==> src/rtl/mesh_sim_ctrl_if.sv <==
// ---------------------------------------------------------------------------
// mesh_sim_ctrl_if
// Bundles the two bus-like ports of the mesh run controller:
//   - backdoor RAM read port: mem_req/mem_node/mem_addr out, mem_rdata/mem_rvalid in
//   - dump stream (valid/ready): dump_valid/dump_node/dump_addr/dump_data out,
//     dump_ready in
// The master modport is the controller's view and the slave modport is the
// RAM/consumer side.
// ---------------------------------------------------------------------------
interface mesh_sim_ctrl_if #(
    parameter int NODES  = 16,
    parameter int ADDR_W = 10,
    parameter int DATA_W = 32
);
    localparam int NODE_W = $clog2(NODES);

    logic              mem_req;
    logic [NODE_W-1:0] mem_node;
    logic [ADDR_W-1:0] mem_addr;
    logic [DATA_W-1:0] mem_rdata;
    logic              mem_rvalid;

    logic              dump_valid;
    logic              dump_ready;
    logic [NODE_W-1:0] dump_node;
    logic [ADDR_W-1:0] dump_addr;
    logic [DATA_W-1:0] dump_data;

    modport master (
        output mem_req, mem_node, mem_addr,
        input  mem_rdata, mem_rvalid,
        output dump_valid, dump_node, dump_addr, dump_data,
        input  dump_ready
    );

    modport slave (
        input  mem_req, mem_node, mem_addr,
        output mem_rdata, mem_rvalid,
        input  dump_valid, dump_node, dump_addr, dump_data,
        output dump_ready
    );
endinterface

==> src/rtl/mesh_sim_ctrl.sv <==
// ---------------------------------------------------------------------------
// mesh_sim_ctrl
// Run controller for the multi-node CPU mesh. A start pulse releases all CPU
// resets and starts a saturating run-cycle counter. The run ends when every
// node has raised halt at least once (sticky) or when the cycle timeout
// expires. Every node's RAM is then read word by word through the backdoor
// port and streamed out on the dump interface, node-major and address-
// ascending. DONE is terminal until reset.
//
// Ports:
//   clk, rst_n   clock, asynchronous active-low reset
//   start        run start pulse (only honoured in IDLE)
//   halt         per-node halt flags (only sampled in RUN)
//   cpu_rst_n    per-node CPU reset, all ones only while running
//   bus          backdoor read port + dump stream (mesh_sim_ctrl_if.master)
//   cycle_count  run cycles elapsed, saturating, frozen after the run
//   busy         high while running or dumping
//   timed_out    run was ended by the timeout (sticky)
//   done         dump finished (sticky)
// ---------------------------------------------------------------------------
module mesh_sim_ctrl #(
    parameter int NODES   = 16,
    parameter int ADDR_W  = 10,
    parameter int DATA_W  = 32,
    parameter int CNT_W   = 32,
    parameter int TIMEOUT = 1000000
) (
    input  logic               clk,
    input  logic               rst_n,
    input  logic               start,
    input  logic [NODES-1:0]   halt,
    output logic [NODES-1:0]   cpu_rst_n,
    mesh_sim_ctrl_if.master    bus,
    output logic [CNT_W-1:0]   cycle_count,
    output logic               busy,
    output logic               timed_out,
    output logic               done
);
    localparam int NODE_W = $clog2(NODES);

    // Count value seen in the last permitted run cycle; unused when TIMEOUT is 0.
    localparam logic [CNT_W-1:0] TIMEOUT_LAST = CNT_W'((TIMEOUT == 0) ? 0 : TIMEOUT - 1);
    localparam logic [NODE_W-1:0] LAST_NODE   = NODE_W'(NODES - 1);

    typedef enum logic [2:0] {
        IDLE,
        RUN,
        DUMP_REQ,
        DUMP_WAIT,
        DUMP_OUT,
        DONE
    } state_t;

    state_t            state_q;
    state_t            state_d;
    logic [NODES-1:0]  halted_q;
    logic [NODE_W-1:0] node_ptr;
    logic [ADDR_W-1:0] addr_ptr;
    logic [DATA_W-1:0] dump_data_q;

    logic all_halted;
    logic timeout_hit;
    logic last_word;
    logic exit_by_timeout;

    // Include this cycle's halt so a node halting on the final cycle counts.
    assign all_halted  = &(halted_q | halt);
    assign timeout_hit = (TIMEOUT != 0) && (cycle_count == TIMEOUT_LAST);
    assign last_word   = (node_ptr == LAST_NODE) && (addr_ptr == '1);

    // Read and dump addressing both come straight from the walk pointers.
    assign bus.mem_node  = node_ptr;
    assign bus.mem_addr  = addr_ptr;
    assign bus.dump_node = node_ptr;
    assign bus.dump_addr = addr_ptr;
    assign bus.dump_data = dump_data_q;

    // State register.
    always_ff @(posedge clk or negedge rst_n) begin
        if (!rst_n) begin
            state_q <= IDLE;
        end else begin
            state_q <= state_d;
        end
    end

    // Next-state and state-decoded outputs. An all-halted run wins over a
    // coincident timeout, so the timeout branch is checked second.
    always_comb begin
        state_d         = state_q;
        exit_by_timeout = 1'b0;
        cpu_rst_n       = '0;
        busy            = 1'b0;
        done            = 1'b0;
        bus.mem_req     = 1'b0;
        bus.dump_valid  = 1'b0;
        case (state_q)
            IDLE: begin
                if (start) begin
                    state_d = RUN;
                end
            end
            RUN: begin
                cpu_rst_n = '1;
                busy      = 1'b1;
                if (all_halted) begin
                    state_d = DUMP_REQ;
                end else if (timeout_hit) begin
                    state_d         = DUMP_REQ;
                    exit_by_timeout = 1'b1;
                end
            end
            DUMP_REQ: begin
                busy        = 1'b1;
                bus.mem_req = 1'b1;
                state_d     = DUMP_WAIT;
            end
            DUMP_WAIT: begin
                busy = 1'b1;
                if (bus.mem_rvalid) begin
                    state_d = DUMP_OUT;
                end
            end
            DUMP_OUT: begin
                busy           = 1'b1;
                bus.dump_valid = 1'b1;
                if (bus.dump_ready) begin
                    state_d = last_word ? DONE : DUMP_REQ;
                end
            end
            DONE: begin
                done = 1'b1;
            end
            default: begin
                state_d = IDLE;
            end
        endcase
    end

    // Datapath: halt latch, run counter, timeout flag, walk pointers and the
    // captured dump word. The pointers advance only on a dump handshake, so
    // the dump fields stay stable while the consumer stalls.
    always_ff @(posedge clk or negedge rst_n) begin
        if (!rst_n) begin
            halted_q    <= '0;
            cycle_count <= '0;
            timed_out   <= 1'b0;
            node_ptr    <= '0;
            addr_ptr    <= '0;
            dump_data_q <= '0;
        end else begin
            case (state_q)
                IDLE: begin
                    if (start) begin
                        halted_q    <= '0;
                        cycle_count <= '0;
                        timed_out   <= 1'b0;
                        node_ptr    <= '0;
                        addr_ptr    <= '0;
                    end
                end
                RUN: begin
                    halted_q <= halted_q | halt;
                    if (cycle_count != '1) begin
                        cycle_count <= cycle_count + 1'b1;
                    end
                    if (state_d != RUN) begin
                        node_ptr  <= '0;
                        addr_ptr  <= '0;
                        timed_out <= exit_by_timeout;
                    end
                end
                DUMP_WAIT: begin
                    if (bus.mem_rvalid) begin
                        dump_data_q <= bus.mem_rdata;
                    end
                end
                DUMP_OUT: begin
                    if (bus.dump_ready) begin
                        if (addr_ptr == '1) begin
                            addr_ptr <= '0;
                            node_ptr <= node_ptr + 1'b1;
                        end else begin
                            addr_ptr <= addr_ptr + 1'b1;
                        end
                    end
                end
                default: begin
                end
            endcase
        end
    end
endmodule

==> src/flat_wrapper.sv <==
// flat-port wrapper written by rule: the top's interface ports become plain ports
module mesh_sim_ctrl_flat 
#(
    parameter int NODES   = 16,
    parameter int ADDR_W  = 10,
    parameter int DATA_W  = 32,
    parameter int CNT_W   = 32,
    parameter int TIMEOUT = 1000000
)
  (clk, rst_n, start, halt, cpu_rst_n, cycle_count, busy, timed_out, done, bus_mem_req, bus_mem_node, bus_mem_addr, bus_mem_rdata, bus_mem_rvalid, bus_dump_valid, bus_dump_node, bus_dump_addr, bus_dump_data, bus_dump_ready);
  mesh_sim_ctrl_if #(.NODES(NODES), .ADDR_W(ADDR_W), .DATA_W(DATA_W)) bus_i ();
  input  logic clk;
  input  logic rst_n;
  input  logic start;
  input  logic [NODES-1:0] halt;
  output logic [NODES-1:0] cpu_rst_n;
  output logic [CNT_W-1:0] cycle_count;
  output logic busy;
  output logic timed_out;
  output logic done;
  output wire logic [$bits(bus_i.mem_req)-1:0] bus_mem_req;
  output wire logic [$bits(bus_i.mem_node)-1:0] bus_mem_node;
  output wire logic [$bits(bus_i.mem_addr)-1:0] bus_mem_addr;
  input wire logic [$bits(bus_i.mem_rdata)-1:0] bus_mem_rdata;
  input wire logic [$bits(bus_i.mem_rvalid)-1:0] bus_mem_rvalid;
  output wire logic [$bits(bus_i.dump_valid)-1:0] bus_dump_valid;
  output wire logic [$bits(bus_i.dump_node)-1:0] bus_dump_node;
  output wire logic [$bits(bus_i.dump_addr)-1:0] bus_dump_addr;
  output wire logic [$bits(bus_i.dump_data)-1:0] bus_dump_data;
  input wire logic [$bits(bus_i.dump_ready)-1:0] bus_dump_ready;
  assign bus_mem_req = bus_i.mem_req;
  assign bus_mem_node = bus_i.mem_node;
  assign bus_mem_addr = bus_i.mem_addr;
  assign bus_i.mem_rdata = bus_mem_rdata;
  assign bus_i.mem_rvalid = bus_mem_rvalid;
  assign bus_dump_valid = bus_i.dump_valid;
  assign bus_dump_node = bus_i.dump_node;
  assign bus_dump_addr = bus_i.dump_addr;
  assign bus_dump_data = bus_i.dump_data;
  assign bus_i.dump_ready = bus_dump_ready;
  mesh_sim_ctrl #(.NODES(NODES), .ADDR_W(ADDR_W), .DATA_W(DATA_W), .CNT_W(CNT_W), .TIMEOUT(TIMEOUT)) u_core (.clk(clk), .rst_n(rst_n), .start(start), .halt(halt), .cpu_rst_n(cpu_rst_n), .bus(bus_i), .cycle_count(cycle_count), .busy(busy), .timed_out(timed_out), .done(done));
endmodule
==> config.mk <==
export PLATFORM = sky130hd
export DESIGN_NAME = mesh_sim_ctrl_flat
export DESIGN_NICKNAME = d
export VERILOG_FILES = /design/src/rtl/mesh_sim_ctrl_if.sv /design/src/rtl/mesh_sim_ctrl.sv /design/src/flat_wrapper.sv
export SDC_FILE = /design/constraint.sdc
export NUM_CORES = 1
export LEC_CHECK = 0
export BUFFER_PORTS_ARGS = -buffer_cell sky130_fd_sc_hd__buf_2
export CAP_MARGIN = 20
export CORE_AREA = 2 2 117 90
export DETAILED_ROUTE_END_ITERATION = 6
export DIE_AREA = 0 0 119 92
export PLACE_DENSITY = 0.9
export SLEW_MARGIN = 20
export SYNTH_ARGS = -nofsm -noshare
export SYNTH_HDL_FRONTEND = slang
export SYNTH_SLANG_ARGS = --single-unit
==> constraint.sdc <==
create_clock -name clk -period 2.8 [get_ports clk]
set_input_delay 0.28 -clock clk [delete_from_list [all_inputs] [get_ports clk]]
set_output_delay 0.28 -clock clk [all_outputs]
set_load 0.1 [all_outputs]
==> results of run 1 <==
final timing paths:
check,slack (ns),cells past startpoint,end
min reg2reg,0.50,1,u_core.bus.dump_data[27]$_DFFE_PN0P_
min,0.17,2,u_core.bus.dump_data[4]$_DFFE_PN0P_
max,0.21,7,u_core.bus.dump_node[0]$_DFFE_PN0P_
max in group asynchronous,1.60,3,u_core.bus.dump_data[31]$_DFFE_PN0P_
max reg2reg,0.21,7,u_core.bus.dump_node[0]$_DFFE_PN0P_
min in group asynchronous,0.51,2,u_core.cycle_count[3]$_DFFE_PN0P_
worst max-delay path: stages (launching register included):
cell and delay [ns]:
dfrtp_4 0.44, ha_1 0.19, nand3_1 0.20, or2_2 0.37
or4_1 0.57, a31o_2 0.39, o21ai_0 0.19, o21ai_0 0.11
logic make-up (layout without fill, tap and decap cells):
logic type               count (synthesis)  in the layout  share of synthesized area
AND/OR/NAND/NOR                        197            197                     0.2071
flip-flops                              98             98                     0.5099
AO/OA/AOI/OAI                           70             70                    0.08143
buffers and inverters                   59            202                    0.07102
multiplexers                            33             33                    0.07726
XOR/XNOR                                25             25                    0.04553
adder cells (fa/ha/maj)                  3              3                   0.007805
layout by cell type (no fill, tap or decap), types with 6 or more instances in the layout:
| master | Yosys | final |
|---|---|---|
| inv_1 | 8 | 8 |
| nor4_1 | 8 | 8 |
| nor2b_1 | 6 | 6 |
| a21oi_1 | 31 | 31 |
| nor2_1 | 61 | 61 |
| xnor2_1 | 11 | 11 |
| dfrtp_1 | 98 | 81 |
| buf_4 | 31 | 11 |
| o22ai_1 | 8 | 8 |
| or3_1 | 7 | 7 |
| nor3_1 | 9 | 9 |
| buf_2 | 3 | 164 |
| xor2_1 | 14 | 14 |
| and3_1 | 7 | 7 |
| dfrtp_2 | 0 | 15 |
| clkbuf_16 | 0 | 9 |
| mux2_2 | 32 | 32 |
| nand2_1 | 34 | 34 |
| nand4_1 | 25 | 25 |
| nand3_1 | 22 | 22 |
| o21ai_0 | 22 | 22 |
metrics by stage:
stage,area (µm²),setup WS [ns]
floorplan,4837,0.07184
global placement,5628,0.3764
detailed placement,5628,0.2741
CTS,6010,0.2211
global route,6010,0.09508
finish,6010,0.2128
flip-flops by register name, summed over array words and instances (netlist names):
| signal | flops |
|---|---|
| u_core.bus.dump_data | 32 |
| u_core.bus.dump_addr | 10 |
| u_core.bus.dump_node | 4 |
| u_core.cycle_count | 32 |
| u_core.halted_q | 16 |
| u_core.timed_out | 1 |
| u_core.state_q | 3 |
metal layers:
| metal | vias up | part of all wire | global-route usage |
|---|---|---|---|
| li1 | 1957 | - | - |
| met1 | 2050 | 0.43 | 0.2907 |
| met2 | 185 | 0.49 | 0.3621 |
| met3 | 14 | 0.073 | 0.05784 |
| met4 | 0 | 0.012 | 0.05456 |
| met5 | - | 0 | 0 |
what timing repair did:
action	4_1_cts	5_1_grt
resized for setup	0	0
endpoints found under the hold margin	3	0
hold buffers	1	0
area by class of cell:
class | instances | area share
clock buffers | 9 | 0.03748
clock inverters | 7 | 0.02436
inverters | 9 | 0.005621
multi-input cells | 328 | 0.3365
flip-flops and latches | 98 | 0.4125
well taps | 136 | 0.02832
repair buffers | 177 | 0.1553
==> reports/metrics.cfg, run 1 <==
[timing]
drv_slew=0
min_period_ns=2.587
hold_violations=0
tightest_slew_ns=0.6899
timing.hold.ws_ns=0.1658
max_freq_mhz=386.5
final.setup_skew_ns=0.007064
grt_setup_unrepaired=false
setup_viol=0
slew_headroom=0.5401
tns_ns=0
period_share=0.9240

[grt]
grt_pass1_vias=3964
grt_max_degree=52
grt_pass1_wl_mm=19.33
grtUsageTotal=0.2196
antenna_found_initial=0
overflow=0

[cells_and_area]
final_cells=764
area_delta_synth_final_pct=24.95
final_nets=679
drive_gt1_frac=0.3965
fin_util=0.6028
regArea_um2=2479
multi_input_area_um2=2022
diodes=0
fillers=816

[floorplan]
fp.coreArea_um2=9970
die_y_um=92
io_pins=166
start_util=0.4824
die_area_um2=10950
placementRows=32
die_x_um=119

[clock_network]
path_clk_slew_ns=0.07
cts.sinks=98
cts_tree=built
cts-buffers-inserted=9
root_buffer=clkbuf_16
clkLatencyLatePin_ns=0.34
cts_htree_levels=3
cts_buffer_depth=2
postCtsSetupBuffers=0

[critical_path]
arrival_ns=2.80
critPathLaunch=u_core.cycle_count[0]$_DFFE_PN0P_
worstPathRequired_ns=3.01
r2r-start=u_core.cycle_count[0]$_DFFE_PN0P_
start_kind=flop
crit_type=reg -> reg
worst_setup_path_end_kind=flop
crit_fanout=13

[outcome]
outcome=completed

[place]
gp_congestion=0.9243
dp_hpwl_mm=8.764
placed_cells=747
io_buffers=165

[drt]
routed_wl_mm=12.01
ant_nets=0
drtIter0Drc=350
via_per_inst=5.505
vias=4206
drc=0
drt-pass1-iter-count=5
wl_per_cell_um=15.72

[worst_hold_path]
worstHoldPathType=in -> reg
min-delay-start=bus_mem_rdata[4]

[synthesis]
synth_area_per_cell_um2=9.917
yosysTopAreaCellShare=0.5099
synth_ff_type=dfrtp_1
ys_top_cells_by_area=dfrtp_1 (51%), mux2_2 (7.5%), buf_4 (4.8%)
yosysWarnings=0
yosys-top-cells-count=dfrtp_1 (98), nor2_1 (61), nand2_1 (34)
synthCells=485
ys_seq_area_frac=0.5099
async_flop_share=1.000
yosysTopAreaCell=dfrtp_1
yosysMostFrequentCell=dfrtp_1
synth_area_um2=4810
synth_edf_count=0
synth_cell_type_count=41
syn_nets=541
ys_ff_latch=98

[flow_run]
cap_viol_max_count=0

Power of run 1 is not shown: default switching activity piles up to over one toggle a cycle in this logic, so the estimate is an artifact.
==> run 2, diff against run 1 <==
--- a/config.mk
+++ b/config.mk
@@ -8,8 +8,10 @@
 export BUFFER_PORTS_ARGS = -buffer_cell sky130_fd_sc_hd__buf_2
 export CAP_MARGIN = 20
 export CORE_AREA = 2 2 117 90
+export CTS_CLUSTER_SIZE = 24
 export DETAILED_ROUTE_END_ITERATION = 6
 export DIE_AREA = 0 0 119 92
+export GPL_TIMING_DRIVEN = 0
 export PLACE_DENSITY = 0.9
 export SLEW_MARGIN = 20
 export SYNTH_ARGS = -nofsm -noshare
==> run 2 against run 1 <==
  * Global-route usage is 0.63 points higher
  * Die area unchanged
  * Wire length rose by 2.4%
  * Maximum frequency decreased by 4.1%
  * Final cell count up 5.1%
  * Flip-flop and latch count stayed put
==> reports/metrics.cfg, run 2 (synthesis results as in run 1) <==
[outcome]
outcome=completed

[floorplan]
placementRows=32
die_x_um=119
die_area_um2=10950
start_util=0.4824
io_pins=166
die_y_um=92
fp.coreArea_um2=9970

[grt]
grt_pass1_vias=4036
grt_max_degree=69
grt_pass1_wl_mm=19.93
overflow=0
antenna_found_initial=0
grtUsageTotal=0.2259

[clock_network]
path_clk_slew_ns=0.07
clkLatencyLatePin_ns=0.34
root_buffer=clkbuf_16
cts.sinks=98
cts_tree=built
cts_htree_levels=3
cts-buffers-inserted=9
cts_buffer_depth=2

[place]
io_buffers=165
dp_hpwl_mm=9.225
gp_congestion=0.9417

[timing]
tns_ns=0
tightest_slew_ns=0.8086
period_share=0.9633
final.setup_skew_ns=0.005793
grt_setup_unrepaired=false
max_freq_mhz=370.8
slew_headroom=0.4568
hold_violations=0
drv_slew=0
setup_viol=0
min_period_ns=2.697

[cells_and_area]
layout_common_cells=buf_2 (167), dfrtp_1 (81), nor2_1 (61)
diodes=0
layout.cells.most_common=buf_2
drive_gt1_frac=0.4093
final_nets=718
fillers=816
area_delta_synth_final_pct=28.15

[critical_path]
start_kind=flop
crit_type=reg -> reg
arrival_ns=2.92
worstPathRequired_ns=3.02
crit_fanout=8
worst_setup_path_end_kind=flop

[drt]
wl_per_cell_um=15.32
via_per_inst=5.306
routed_wl_mm=12.30
drt-pass1-iter-count=6
drc=0
vias=4261
ant_nets=0
drtIter0Drc=176

[flow_run]
cap_viol_max_count=0

[worst_hold_path]
worstHoldPathType=in -> reg

[run 2: changes by cell type in the layout (fill, tap and decap cells not counted), moves of 3 or more]
cell,delta
clkbuf_1,+14
bufinv_16,-4
buf_4,+20
inv_6,-3
buf_2,+3
[run 2: what timing repair did]
item,CTS,global route
resized for setup,0,5
hold buffers,1,0
setup endpoints to repair,0,21
hold endpoints to repair,30,0
setup buffers,0,0
[run 2: layout make-up]
cell class | count | area [µm²] | share of cell area
Buffer | 49 | 307.8 | 0.04994
Clock buffer | 12 | 256.5 | 0.04162
Sequential cell | 98 | 2479 | 0.4022
Tap cell | 136 | 170.2 | 0.02761
Clock inverter | 4 | 26.28 | 0.004263
Multi-Input combinational cell | 328 | 2021 | 0.3279
Inverter | 9 | 33.78 | 0.005481
Timing Repair Buffer | 167 | 869.6 | 0.1411
[run 2: critical path, cell delays in order, from the launching register on]
cell and delay [ns]:
dfrtp_4 0.50, ha_1 0.24, nand3_2 0.13, nor4_1 0.09
and4_1 0.20, buf_4 0.16, or4_1 0.53, buf_2 0.17
nor3_1 0.20, mux2_1 0.35
[run 2: final timing paths]
kind | start | end | slack (ns) | cells past startpoint
max | u_core.cycle_count[0]$_DFFE_PN0P_ | u_core.cycle_count[31]$_DFFE_PN0P_ | 0.10 | 9
min in group asynchronous | rst_n | u_core.halted_q[7]$_DFFE_PN0P_ | 0.41 | 2
max reg2reg | u_core.cycle_count[0]$_DFFE_PN0P_ | u_core.cycle_count[31]$_DFFE_PN0P_ | 0.10 | 9
max in group asynchronous | rst_n | u_core.cycle_count[10]$_DFFE_PN0P_ | 1.75 | 3
min | bus_mem_rdata[28] | u_core.bus.dump_data[28]$_DFFE_PN0P_ | 0.17 | 2
min reg2reg | u_core.halted_q[11]$_DFFE_PN0P_ | u_core.halted_q[11]$_DFFE_PN0P_ | 0.50 | 2
[run 2: through the flow]
stage | area (µm²) | worst slack [ns] | hold WS [ns] | std cells | util
after floorplan | 4837 | 0.07184 | -0.01559 | 485 | -
after global placement | 5833 | 0.1304 | 0.4771 | 786 | 0.5851
after detailed placement | 5867 | 0.06866 | 0.1734 | 787 | 0.5885
after CTS | 6160 | 0.04578 | 0.1610 | 804 | 0.6178
after global routing | 6163 | 0.05724 | 0.1575 | 803 | 0.6182
final | 6163 | 0.1028 | 0.1682 | 803 | 0.6182
[run 2: routing by layer]
layer | routed length, µm | vias up | GRT usage
met1 | 5336 | 2060 | 0.3059
met2 | 6048 | 155 | 0.3712
met5 | 0 | - | 0
li1 | - | 2035 | -
met4 | 102 | 0 | 0.04960
met3 | 811 | 11 | 0.05473
Power of run 2 is left out for the same reason.
==> run 3, diff against run 2 <==
==> constraint.sdc (replaced) <==
create_clock -name clk -period 2.8 [get_ports clk]
set_input_delay 0 -clock clk [delete_from_list [all_inputs] [get_ports clk]]
set_output_delay 0 -clock clk [all_outputs]
set_load 0.1 [all_outputs]
==> run 3 against run 2 <==
  * First-iteration DRC count up 68%
  * Global-route usage up 3.9 points
  * Die area unchanged
  * Clock skew up 0.0011 ns
  * Non-clock buffer count up 50
  * Critical path depth unchanged
  * Count of clock-buffer cells in the layout unchanged
  * Register-to-register slack better by 0.05 ns
  * Via count up 9.9%
  * Worst setup slack better by 0.052 ns
  * Worst hold slack worse by 0.0045 ns
  * Wire length up 16%
  * Largest cell class unchanged
  * Highest routed layer unchanged
==> reports/metrics.cfg, run 3 (synthesis results as in run 1) <==
[cells_and_area]
final_design_area_no_fill_um2=6728
diodes=0
final_nets=768
area_delta_synth_final_pct=39.88
layout_common_cells=buf_2 (167), dfrtp_1 (81), nor2_1 (61)
layout.cells.most_common=buf_2
drive_gt1_frac=0.3808

[floorplan]
die_area_um2=10950
start_util=0.4824
fp.coreArea_um2=9970
placementRows=32
io_pins=166
die_x_um=119
die_y_um=92

[worst_hold_path]
worstHoldPathType=in -> async

[outcome]
outcome=completed

[drt]
drtIter0Drc=295
ant_nets=0
drc=0
via_per_inst=5.491
wl_per_cell_um=16.69
vias=4684
drt-pass1-iter-count=5
routed_wl_mm=14.24

[critical_path]
r2r-start=u_core.cycle_count[0]$_DFFE_PN0P_
cp-endpoint=u_core.cycle_count[31]$_DFFE_PN0P_
crit_type=reg -> reg
critPathLaunch=u_core.cycle_count[0]$_DFFE_PN0P_
reg2reg_slack_ns=0.15
reg2reg_to=u_core.cycle_count[31]$_DFFE_PN0P_
worst_setup_path_end_kind=flop
arrival_ns=2.87
worstPathRequired_ns=3.02
reg2reg_depth=9
crit_fanout=8
start_kind=flop

[flow_run]
cap_viol_max_count=0

[timing]
final.setup_skew_ns=0.006934
hold_violations=0
setup_viol=0
period_share=0.9449
tns_ns=0
timing.hold.ws_ns=0.1637
drv_slew=0
max_freq_mhz=378.0
grt_setup_unrepaired=false
slew_headroom=0.4261
tightest_slew_ns=0.8543
min_period_ns=2.646

[clock_network]
cts_htree_levels=3
cts_buffer_depth=2
postCtsSetupBuffers=0
root_buffer=clkbuf_16
cts_tree=built
cts.sinks=98
cts-buffers-inserted=9
path_clk_slew_ns=0.07
clkLatencyLatePin_ns=0.34

[grt]
grt_pass1_vias=4589
overflow=0
antenna_found_initial=0
grt_max_degree=51
grtUsageTotal=0.2654
grt_pass1_wl_mm=23.08

[place]
gp_congestion=0.9407
place_area_um2=5866
dp_hpwl_mm=9.335
io_buffers=165

run 3: changes by cell type in the layout (fill, tap and decap cells not counted):
cell | before | now
bufinv_16 | 0 | 3
clkbuf_1 | 14 | 15
clkbuf_2 | 0 | 1
clkbuf_4 | 1 | 0
clkbuf_8 | 2 | 1
clkinv_2 | 2 | 0
clkinvlp_4 | 1 | 0
dlygate4sd3_1 | 1 | 51
o21ai_0 | 20 | 21
o21ai_1 | 2 | 1
or4_1 | 3 | 2
or4_4 | 0 | 1
run 3: per-layer routing:
layer / wire, µm / track usage / up-vias
met2: 6932 / 0.4353 / 234
met3: 1046 / 0.06343 / 40
met1: 5857 / 0.3453 / 2272
met4: 402 / 0.09524 / 0
met5: 0 / 0 / -
li1: - / - / 2138
run 3: worst max-delay path: stages, from the launching register on:
cell and delay (ns):
dfrtp_4 0.50, ha_1 0.24, nand3_2 0.14, nor4_1 0.10, and4_1 0.21, buf_4 0.16, or4_1 0.52, buf_2 0.17
nor3_1 0.15, mux2_1 0.33
run 3: area by class of cell:
class	count	area, µm²
inverter	9	33.78
tap	136	170.2
sequential	98	2479
clock buffer	12	246.5
fill	743	3242
buffer	49	305.3
clock inverter	4	98.84
timing repair buffer	217	1370
multi-input combinational	328	2024
run 3: timing repair:
action / 4_1_cts / 5_1_grt
resized for setup: 2 / 2
setup endpoints to repair: 16 / 6
hold endpoints to repair: 98 / 0
hold buffers: 51 / 0
run 3: worst min-delay path by stage:
| stage | cells past startpoint | from | to |
|---|---|---|---|
| finish | 2 | rst_n | u_core.halted_q[14]$_DFFE_PN0P_ |
| global route | 4 | start | u_core.cycle_count[31]$_DFFE_PN0P_ |
| CTS | 2 | rst_n | u_core.halted_q[14]$_DFFE_PN0P_ |
| detailed placement | 1 | rst_n | u_core.halted_q[6]$_DFFE_PN0P_ |
| global placement | 2 | bus_mem_rdata[14] | u_core.bus.dump_data[14]$_DFFE_PN0P_ |
| floorplan | 0 | rst_n | u_core.bus.dump_addr[0]$_DFFE_PN0P_ |
run 3: per-stage QoR:
step                      cells    util  setup WS (ns)
after floorplan             485       -        0.02110
after global placement      786  0.5850         0.1434
after detailed placement    787  0.5884        0.04260
after CTS                   854  0.6747        0.05587
after global routing        853  0.6748        0.04655
final                       853  0.6748         0.1544
Power of run 3 is left out for the same reason.
